### config.mk
export PLATFORM = sky130hd
export DESIGN_NAME = csr_timer_bank
export DESIGN_NICKNAME = d
export VERILOG_FILES = /design/src/rtl/csr_timer_pkg.sv /design/src/rtl/csr_timer_chan.sv /design/src/rtl/csr_timer_bank.sv
export SDC_FILE = /design/constraint.sdc
export NUM_CORES = 1
export LEC_CHECK = 0
export BUFFER_PORTS_ARGS = -buffer_cell sky130_fd_sc_hd__buf_2
export CAP_MARGIN = 15
export CORE_MARGIN = 2
export CORE_UTILIZATION = 25
export CTS_BUF_LIST = sky130_fd_sc_hd__clkbuf_16
export DETAILED_ROUTE_END_ITERATION = 8
export PLACE_DENSITY = 0.53
export SLEW_MARGIN = 10
export SYNTH_ARGS = -nofsm -noshare
export SYNTH_HDL_FRONTEND = slang
export SYNTH_SLANG_ARGS = --single-unit
### constraint.sdc
create_clock -name clk -period 6.6 [get_ports clk]
set_input_delay 0.33 -clock clk [delete_from_list [all_inputs] [get_ports clk]]
set_output_delay 0.33 -clock clk [all_outputs]
set_load 0.02 [all_outputs]
### src/rtl/csr_timer_pkg.sv
`default_nettype none
// ============================================================================
// Module      : csr_timer_pkg
// Description : Shared definitions for the CSR timer bank: TCFG field
//               offsets, per-channel register offsets inside the CSR
//               window, the idle counter value and the TCFG field struct.
// Revision    : 1.0 - initial release
// ============================================================================
package csr_timer_pkg;

    // TCFG field layout: {initval[29:0], periodic, en}
    localparam int TCFG_EN_BIT       = 0;
    localparam int TCFG_PERIODIC_BIT = 1;
    localparam int TCFG_INITVAL_LSB  = 2;
    localparam int TCFG_INITVAL_W    = 30;

    // Register offsets relative to a channel's base CSR number
    localparam logic [13:0] REG_OFF_TCFG  = 14'd0;
    localparam logic [13:0] REG_OFF_TVAL  = 14'd1;
    localparam logic [13:0] REG_OFF_TICLR = 14'd3;

    // Bit of a TICLR write that requests a pending clear
    localparam int TICLR_CLR_BIT = 0;

    // Counter value of a channel that is not counting
    localparam logic [31:0] CNT_IDLE = 32'hFFFF_FFFF;

    typedef struct packed {
        logic [29:0] initval;
        logic        periodic;
        logic        en;
    } tcfg_t;

    // Counter start value: initval scaled by 4
    function automatic logic [31:0] reload_value(input tcfg_t cfg);
        return {cfg.initval, 2'b00};
    endfunction

endpackage
`default_nettype wire

### src/rtl/csr_timer_chan.sv
`default_nettype none
// ============================================================================
// Module      : csr_timer_chan
// Description : One timer channel: TCFG register, down counter and sticky
//               interrupt pending bit.
// Ports       : clk, resetn       - clock, async active-low reset
//               tcfg_we, ticlr_we - decoded write strobes for this channel
//               wmask, wvalue     - CSR write mask and data
//               dbg_halt          - freezes counting and pending set
//               tcfg_rd, cnt_rd   - TCFG and counter values for read-back
//               pending           - sticky interrupt pending
// Revision    : 1.0 - initial release
// ============================================================================
module csr_timer_chan
    import csr_timer_pkg::*;
(
    input  logic        clk,
    input  logic        resetn,
    input  logic        tcfg_we,
    input  logic        ticlr_we,
    input  logic [31:0] wmask,
    input  logic [31:0] wvalue,
    input  logic        dbg_halt,
    output logic [31:0] tcfg_rd,
    output logic [31:0] cnt_rd,
    output logic        pending
);

    tcfg_t       tcfg_q, tcfg_d;
    logic [31:0] cnt_q, cnt_d;
    logic        pending_q, pending_d;

    logic [31:0] w_merged;
    tcfg_t       w_tcfg_new;
    logic        w_load;
    logic        w_run;
    logic        w_zero;
    logic        w_set;
    logic        w_clr;

    always_comb begin
        w_merged = (wmask & wvalue) | (~wmask & tcfg_q);

        w_tcfg_new.en       = w_merged[TCFG_EN_BIT];
        w_tcfg_new.periodic = w_merged[TCFG_PERIODIC_BIT];
        w_tcfg_new.initval  = w_merged[TCFG_INITVAL_LSB +: TCFG_INITVAL_W];

        tcfg_d = tcfg_we ? w_tcfg_new : tcfg_q;

        w_zero = (cnt_q == 32'd0);
        w_load = tcfg_we & w_tcfg_new.en;
        // Counting uses the configuration in force before this edge
        w_run  = tcfg_q.en & ~dbg_halt & (cnt_q != CNT_IDLE);

        cnt_d = cnt_q;
        if (w_load) begin
            cnt_d = reload_value(w_tcfg_new);
        end else if (tcfg_we) begin
            // Write that leaves en=0: counter stays where it is
            cnt_d = cnt_q;
        end else if (w_run) begin
            if (w_zero) begin
                cnt_d = tcfg_q.periodic ? reload_value(tcfg_q) : CNT_IDLE;
            end else begin
                cnt_d = cnt_q - 32'd1;
            end
        end

        w_set = tcfg_q.en & ~dbg_halt & w_zero;
        w_clr = ticlr_we & wmask[TICLR_CLR_BIT] & wvalue[TICLR_CLR_BIT];
        // Set beats a simultaneous clear
        pending_d = w_set | (pending_q & ~w_clr);
    end

    always_ff @(posedge clk or negedge resetn) begin
        if (!resetn) begin
            tcfg_q    <= '0;
            cnt_q     <= CNT_IDLE;
            pending_q <= 1'b0;
        end else begin
            tcfg_q    <= tcfg_d;
            cnt_q     <= cnt_d;
            pending_q <= pending_d;
        end
    end

    assign tcfg_rd = tcfg_q;
    assign cnt_rd  = cnt_q;
    assign pending = pending_q;

endmodule
`default_nettype wire

### src/rtl/csr_timer_bank.sv
`default_nettype none
// ============================================================================
// Module      : csr_timer_bank
// Description : Bank of N_TIMER CSR timer channels with a shared free-running
//               stable counter. Decodes its own CSR window and returns read
//               data combinationally (zero on a miss).
// Ports       : clk, resetn           - clock, async active-low reset
//               csr_num/we/wmask/wvalue - CSR access
//               csr_hit, csr_rvalue   - window hit and read data
//               dbg_halt              - freezes all channel counters
//               timer_int             - per-channel pending interrupts
//               stable_counter        - free-running counter
// Revision    : 1.0 - initial release
// ============================================================================
module csr_timer_bank
    import csr_timer_pkg::*;
#(
    parameter int          N_TIMER    = 2,
    parameter logic [13:0] TIMER_BASE = 14'h41,
    parameter int          CH_STRIDE  = 8,
    parameter int          SCNT_W     = 64
) (
    input  logic               clk,
    input  logic               resetn,
    input  logic [13:0]        csr_num,
    input  logic               csr_we,
    input  logic [31:0]        csr_wmask,
    input  logic [31:0]        csr_wvalue,
    output logic               csr_hit,
    output logic [31:0]        csr_rvalue,
    input  logic               dbg_halt,
    output logic [N_TIMER-1:0] timer_int,
    output logic [SCNT_W-1:0]  stable_counter
);

    logic [31:0]        w_ch_rdata [N_TIMER];
    logic [N_TIMER-1:0] w_ch_hit;

    logic [SCNT_W-1:0]  scnt_q, scnt_d;

    for (genvar gi = 0; gi < N_TIMER; gi++) begin : g_chan
        localparam logic [13:0] c_base = TIMER_BASE + 14'(gi * CH_STRIDE);

        logic        w_sel_tcfg;
        logic        w_sel_tval;
        logic        w_sel_ticlr;
        logic [31:0] w_tcfg;
        logic [31:0] w_cnt;

        assign w_sel_tcfg  = (csr_num == c_base + REG_OFF_TCFG);
        assign w_sel_tval  = (csr_num == c_base + REG_OFF_TVAL);
        assign w_sel_ticlr = (csr_num == c_base + REG_OFF_TICLR);

        assign w_ch_hit[gi] = w_sel_tcfg | w_sel_tval | w_sel_ticlr;
        // TICLR reads as zero, so it contributes nothing to the data
        assign w_ch_rdata[gi] = ({32{w_sel_tcfg}} & w_tcfg)
                              | ({32{w_sel_tval}} & w_cnt);

        csr_timer_chan u_chan (
            .clk      (clk),
            .resetn   (resetn),
            .tcfg_we  (csr_we & w_sel_tcfg),
            .ticlr_we (csr_we & w_sel_ticlr),
            .wmask    (csr_wmask),
            .wvalue   (csr_wvalue),
            .dbg_halt (dbg_halt),
            .tcfg_rd  (w_tcfg),
            .cnt_rd   (w_cnt),
            .pending  (timer_int[gi])
        );
    end

    // At most one channel decodes a given number, so OR-ing is a clean mux
    always_comb begin
        csr_rvalue = '0;
        for (int k = 0; k < N_TIMER; k++) begin
            csr_rvalue = csr_rvalue | w_ch_rdata[k];
        end
        csr_hit = |w_ch_hit;
    end

    always_comb begin
        scnt_d = scnt_q + {{(SCNT_W-1){1'b0}}, 1'b1};
    end

    always_ff @(posedge clk or negedge resetn) begin
        if (!resetn) begin
            scnt_q <= '0;
        end else begin
            scnt_q <= scnt_d;
        end
    end

    assign stable_counter = scnt_q;

endmodule
`default_nettype wire

# Yosys cells after proc, flatten, opt, wreduce, memory -nomap -nowiden
# Index checks and enable logic that the tools add are counted.
dict set report word_totals {
  ff_bits 194
  inputBits 82
  out_inout_bits 99
  wordCells 81
}
dict set report classes {
  reduce_logical 7
  add_sub_neg 3
  n_bitwise 40
  muxes 10
  eq_ne 10
}
# op count
set ops {}
lappend ops {{32-bit 2-to-1 mux} 10}
lappend ops {{32-bit bitwise AND} 7}
lappend ops {{32-bit OR} 5}
lappend ops {{14-bit by 7-bit == test with 1-bit output (second input constant)} 6}
lappend ops {{64-bit by 1-bit adder with 64-bit output (second input constant)} 1}
lappend ops {{32-bit logical NOT} 2}
lappend ops {{32-bit != test (second input constant)} 2}
lappend ops {{32-bit by 1-bit subtractor with 32-bit output (second input constant)} 2}
lappend ops {{32-bit NOT} 1}
lappend ops {{1-bit bitwise AND} 18}
lappend ops {{1-bit OR} 6}
lappend ops {{2-bit != test (second input constant)} 2}
lappend ops {{2-bit AND reduction} 2}
lappend ops {{2-bit nonzero test} 2}
lappend ops {{1-bit NOT} 3}
lappend ops {{2-bit OR reduction} 1}

# Logic depth before layout (Yosys ltp)
dict set report logic_depth {
  depth_word 7
  depth_mapped 12
}

# Cells and area by module
# Synthesis repeated with hierarchy kept, for this count alone.
dict set report hier_totals {
  cells_unflattened 1334
  area_unflattened_um2 12449.4
}
# module area_per_inst_um2 seq_area_each_um2 cells_per_inst n_inst
set by_module_without_submodules {}
lappend by_module_without_submodules {csr_timer_chan 4232.8 1666.6 472 2}
lappend by_module_without_submodules {csr_timer_bank 3983.8 1601.5 390 1}

# Worst setup path after synthesis
# Ideal clock, no wire load.
dict set report synth_path {
  kind {register -> register}
  from {reg g_chan[1].u_chan.cnt_q[18]}
  to {reg g_chan[1].u_chan.cnt_q[21]}
  period_less_slack_ns 3.217
  setup_slack_ns 3.383
  path_buffers 4
  stages_incl_launch_ff 12
  arrival_ns 3.123
  cell_sequence {dfstp_2 -> buf_6 -> or4_4 -> or4_4 -> or4_4 -> buf_6 -> or3_4 -> buf_6 -> buf_6 -> o22a_1 -> o211ai_2 -> o221ai_2}
}
dict set report synth_via {
  elab_chain_cells 5
  elab_cells_between_ends 10
  cone_classes {add/sub (1); eq/ne (1); mux (4); bitwise (1); reduce/logical (3)}
}
# element line
set synth_lines {}
lappend synth_lines {{from (decl)} csr_timer_chan.sv:30} ;# logic [31:0] cnt_q, cnt_d;
lappend synth_lines {{from (signal assigned)} csr_timer_chan.sv:82} ;# cnt_q <= cnt_d;
lappend synth_lines {{32-bit by 1-bit subtractor with 32-bit output or 32-bit logical NOT (tied branches)} {csr_timer_chan.sv:65, csr_timer_chan.sv:50}}
lappend synth_lines {{32-bit 2-to-1 mux} csr_timer_chan.sv:62} ;# if (w_zero) begin
lappend synth_lines {{32-bit 2-to-1 mux} csr_timer_chan.sv:61} ;# end else if (w_run) begin
lappend synth_lines {{32-bit 2-to-1 mux} csr_timer_chan.sv:58} ;# end else if (tcfg_we) begin
lappend synth_lines {{32-bit 2-to-1 mux} csr_timer_chan.sv:56} ;# if (w_load) begin
# Several ways; a longest one is shown, not always the timed one. The select of a mux whose other input is x is not followed.
# A chain may end at the register's enable or synchronous reset.

# Final worst setup path
dict set report layout_path {
  from {reg g_chan[1].u_chan.cnt_q[18]}
  to {reg g_chan[1].u_chan.cnt_q[24]}
}
# Same word-level chain as after synthesis.

==> results.sh <==
export IMPL_grt_max_degree=153
export IMPL_cp_required_ns=7.03
export IMPL_worstHoldStart="csr_wvalue[1]"
export IMPL_area_growth_pct=18.0
export IMPL_routed_wl_microns=41300
export IMPL_grt_pass1_vias=10442
export IMPL_fill_cells=4931
export IMPL_clock_skew_ns=0.0255
export IMPL_slowest_delay_ns=0.59
export IMPL_first_pass_iters=7
export IMPL_p_int_w=0.00187
export IMPL_antenna_found_initial=1
export IMPL_synthTopCellsByArea="dfrtp_1, dfstp_2, mux2_2"
export IMPL_pwr_share_seq_pct=47.2
export IMPL_path_max_fanout=21
export IMPL_dpl_hpwl_microns=29700
export IMPL_drv_slew=0
export IMPL_synthFlopType="dfrtp_1"
export IMPL_cts_made_buffers=17
export IMPL_final_layout_size_suffix_gt1_share_pct=28.0
export IMPL_period_needed_ns=3.56
export IMPL_avgSynthCellArea_sq_um=9.45
export IMPL_p_per_area_nw_per_um2=183
export IMPL_fmax_mhz=281
export IMPL_final_nets=1462
export IMPL_grt_pass1_wl_microns=64600
export IMPL_async_flop_share_pct=100
export IMPL_path_common_cell="or4_4"
export IMPL_hold_viol_final=0
export IMPL_numPortBuffers=180
export IMPL_dr_first_iter_drc_count=850
export IMPL_slew_headroom_pct=21.8
export IMPL_die_y_microns=221
export IMPL_ctsHoldBuffers=1
export IMPL_post_cts_buffers=0
export IMPL_holdWs_ns=0.0979
export IMPL_cp_cell_sequence="or4_4 > or4_4 > or4_4 > nor2_2 > buf_4 > nor3_1 > a211oi_1 > a221o_1"
export IMPL_ios=181
export IMPL_p_leak_nw=6.11
export IMPL_reg2reg_from="g_chan[1].u_chan.cnt_rd[18]$_DFFE_PN1P_"
export IMPL_clockPowerShare_pct=45.2
export IMPL_initial_core_util_pct=25.3
export IMPL_post_synth_top_area_fraction_pct=27.7
export IMPL_ant_nets=0
export IMPL_avgRoutedWirePerCell_microns=20.7
export IMPL_rows=79
export IMPL_clk_latency_ns=0.48
export IMPL_num_vias=10593
export IMPL_cp_top_family="simple AND/OR/NAND/NOR gates"
export IMPL_worst_pin_slew_ns=1.17
export IMPL_ys_warn_count=0
export IMPL_grtUsageTotal_pct=16.9
export IMPL_cts_root_buffer="clkbuf_16"
export IMPL_synth_cell_types=63
export IMPL_synth_nets=1333
export IMPL_clkTransAtPathRegs_ns=0.09
export IMPL_comb_power_share_pct=7.7
export IMPL_seq_area_frac_synth_pct=42.0
export IMPL_path_class="flop to flop"
export IMPL_clock_sinks=194
export IMPL_core_sq_um=46500
export IMPL_htree_levels=4
export IMPL_crit_path_end_kind="flop"
export IMPL_routabilityCongestion=0.854
export IMPL_min_path_type="primary input to flop"
export IMPL_arrival_ns=3.98
export IMPL_synth_top_cell_by_area="dfrtp_1"
export IMPL_fin_util_pct=29.9
export IMPL_rsz0062_at_grt="false"
export IMPL_cp_startpoint="g_chan[1].u_chan.cnt_rd[18]$_DFFE_PN1P_"
export IMPL_p_total_w=0.00254
export IMPL_fp_dieArea_sq_um=48800
export IMPL_fin_crit_sh_pct=53.9
export IMPL_synth_cells=1244
export IMPL_synth_edf_count=0
export IMPL_power_switching_fraction_pct=26.5
export IMPL_post_place_ws_ns=2.52
export IMPL_finalSetupViolations=0
export IMPL_syn_area_sq_um=11800
export IMPL_path_buf_inv=1
export IMPL_ctsResizeCount=0
export IMPL_detail_route_vias_per_cell=5.31
export IMPL_cts_tree="yes"
export IMPL_die_x_microns=221
export IMPL_status="finished, final reports clean"
export IMPL_drc=0
export IMPL_slowest_stage="or4_4"
export IMPL_peakVddDrop_v=0.000237
export IMPL_tns_ns=0
export IMPL_crit_path_start_kind="flop"
export IMPL_clock_path_buffers=2
export IMPL_overflow=0
export IMPL_yosys_register_bits=194
export IMPL_maxCapViolCount=0
export IMPL_finalWorstSetupSlack_ns=3.04
export IMPL_p_sw_w=0.000675
## cell families after synthesis
group                    Yosys count  share of synthesized area (%)
AO/OA/AOI/OAI                    287                           17.1
multiplexers                     118                           10.8
AND/OR/NAND/NOR                  445                           19.0
adder cells (fa/ha/maj)            7                          0.745
buffers and inverters            103                           3.67
flip-flops                       194                           42.0
XOR/XNOR                          90                           6.70
## registers in the layout, indices dropped and copies added, names as in the netlist, named ones only
| register | flops |
|---|---|
| g_chan.u_chan.cnt_rd | 64 |
| g_chan.u_chan.pending | 2 |
| g_chan.u_chan.tcfg_rd | 62 |
| stable_counter | 64 |
## placed cells by master, fill, tap and decap left out, drive strengths merged, types with 50 or more instances in the layout
cell type / n
xnor2: 56
dfstp: 64
buf: 196
mux2: 68
o21ai: 68
a21oi: 56
nand2: 126
mux2i: 50
dfrtp: 130
nor2: 84
## worst reg2reg max path: cells and delay by family (launching register included)
kind	cells	cell delay (ns)
DFF	1	0.44
AOI/OAI and AO/OA	2	0.41
buffers and inverters	1	0.40
and+or+nand+nor	5	2.26
## synthesized netlist by cell type (all sizes together), types with 4 or more instances
cell    count
ha          7
or2         5
nand4      34
mux2i      50
a221o      39
xnor2      56
a22oi       4
buf        12
nor4       24
nand2     126
a22o       34
or3         9
o31ai       4
or4        13
and4        7
a211oi     10
clkbuf     76
inv        15
nand3b     11
o211ai     15
o22ai      19
a21oi      56
mux2       68
dfrtp     130
and3       19
o221ai     15
nor2       84
nor2b       6
a21o        4
dfstp      64
nand3      49
nand2b      5
nor3       42
xor2       34
o21ai      68
## metal layers
layer | up-vias | track usage (%) | share of wire (%)
met5 | - | 0 | 0
met4 | 0 | 5.72 | 2.8
met3 | 56 | 4.04 | 6.0
met2 | 387 | 27.6 | 47
met1 | 5266 | 21.9 | 44
li1 | 4884 | - | -
## path summary, 6_finish.rpt
| kind | cells past startpoint | slack (ns) | endpoint |
|---|---|---|---|
| max in group asynchronous | 3 | 4.98 | g_chan[1].u_chan.tcfg_rd[12]$_DFFE_PN0P_ |
| worst max-delay path | 8 | 3.04 | g_chan[1].u_chan.cnt_rd[24]$_DFFE_PN1P_ |
| min in group asynchronous | 2 | 0.35 | stable_counter[42]$_DFF_PN0_ |
| worst min register to register | 1 | 0.47 | stable_counter[63]$_DFF_PN0_ |
| worst min-delay path | 2 | 0.1 | flop |
| worst max register to register | 8 | 3.04 | g_chan[1].u_chan.cnt_rd[24]$_DFFE_PN1P_ |
## power by group through the flow
| stage | registers, W | logic [W] | clock network, W |
|---|---|---|---|
| after floorplan | 0.00122 | 0.0000886 | 0 |
| after global placement | 0.00122 | 0.000193 | 0 |
| after detailed placement | 0.00122 | 0.000193 | 0 |
| after CTS | 0.00120 | 0.000195 | 0.00118 |
| after global routing | 0.00120 | 0.000213 | 0.00123 |
| final | 0.00120 | 0.000194 | 0.00115 |
## stage by stage
stage / cells / instance area [sq um]
floorplan: 1244 / 11800
global placement: 1959 / 13200
detailed placement: 1959 / 13200
CTS: 1992 / 13900
global route: 1994 / 13900
finish: 1994 / 13900
## cell type report
| cell class | count | area (sq um) | share of cell area (%) |
|---|---|---|---|
| diodes | 1 | 2.50 | 0.0180 |
| clock buffers | 17 | 425 | 3.06 |
| clock inverters | 15 | 200 | 1.44 |
| inverters | 15 | 56.3 | 0.406 |
| multi-input cells | 947 | 6430 | 46.4 |
| flip-flops and latches | 194 | 4930 | 35.6 |
| well taps | 607 | 759 | 5.47 |
| repair buffers | 198 | 1070 | 7.69 |
(Power assumes the default switching activity.)
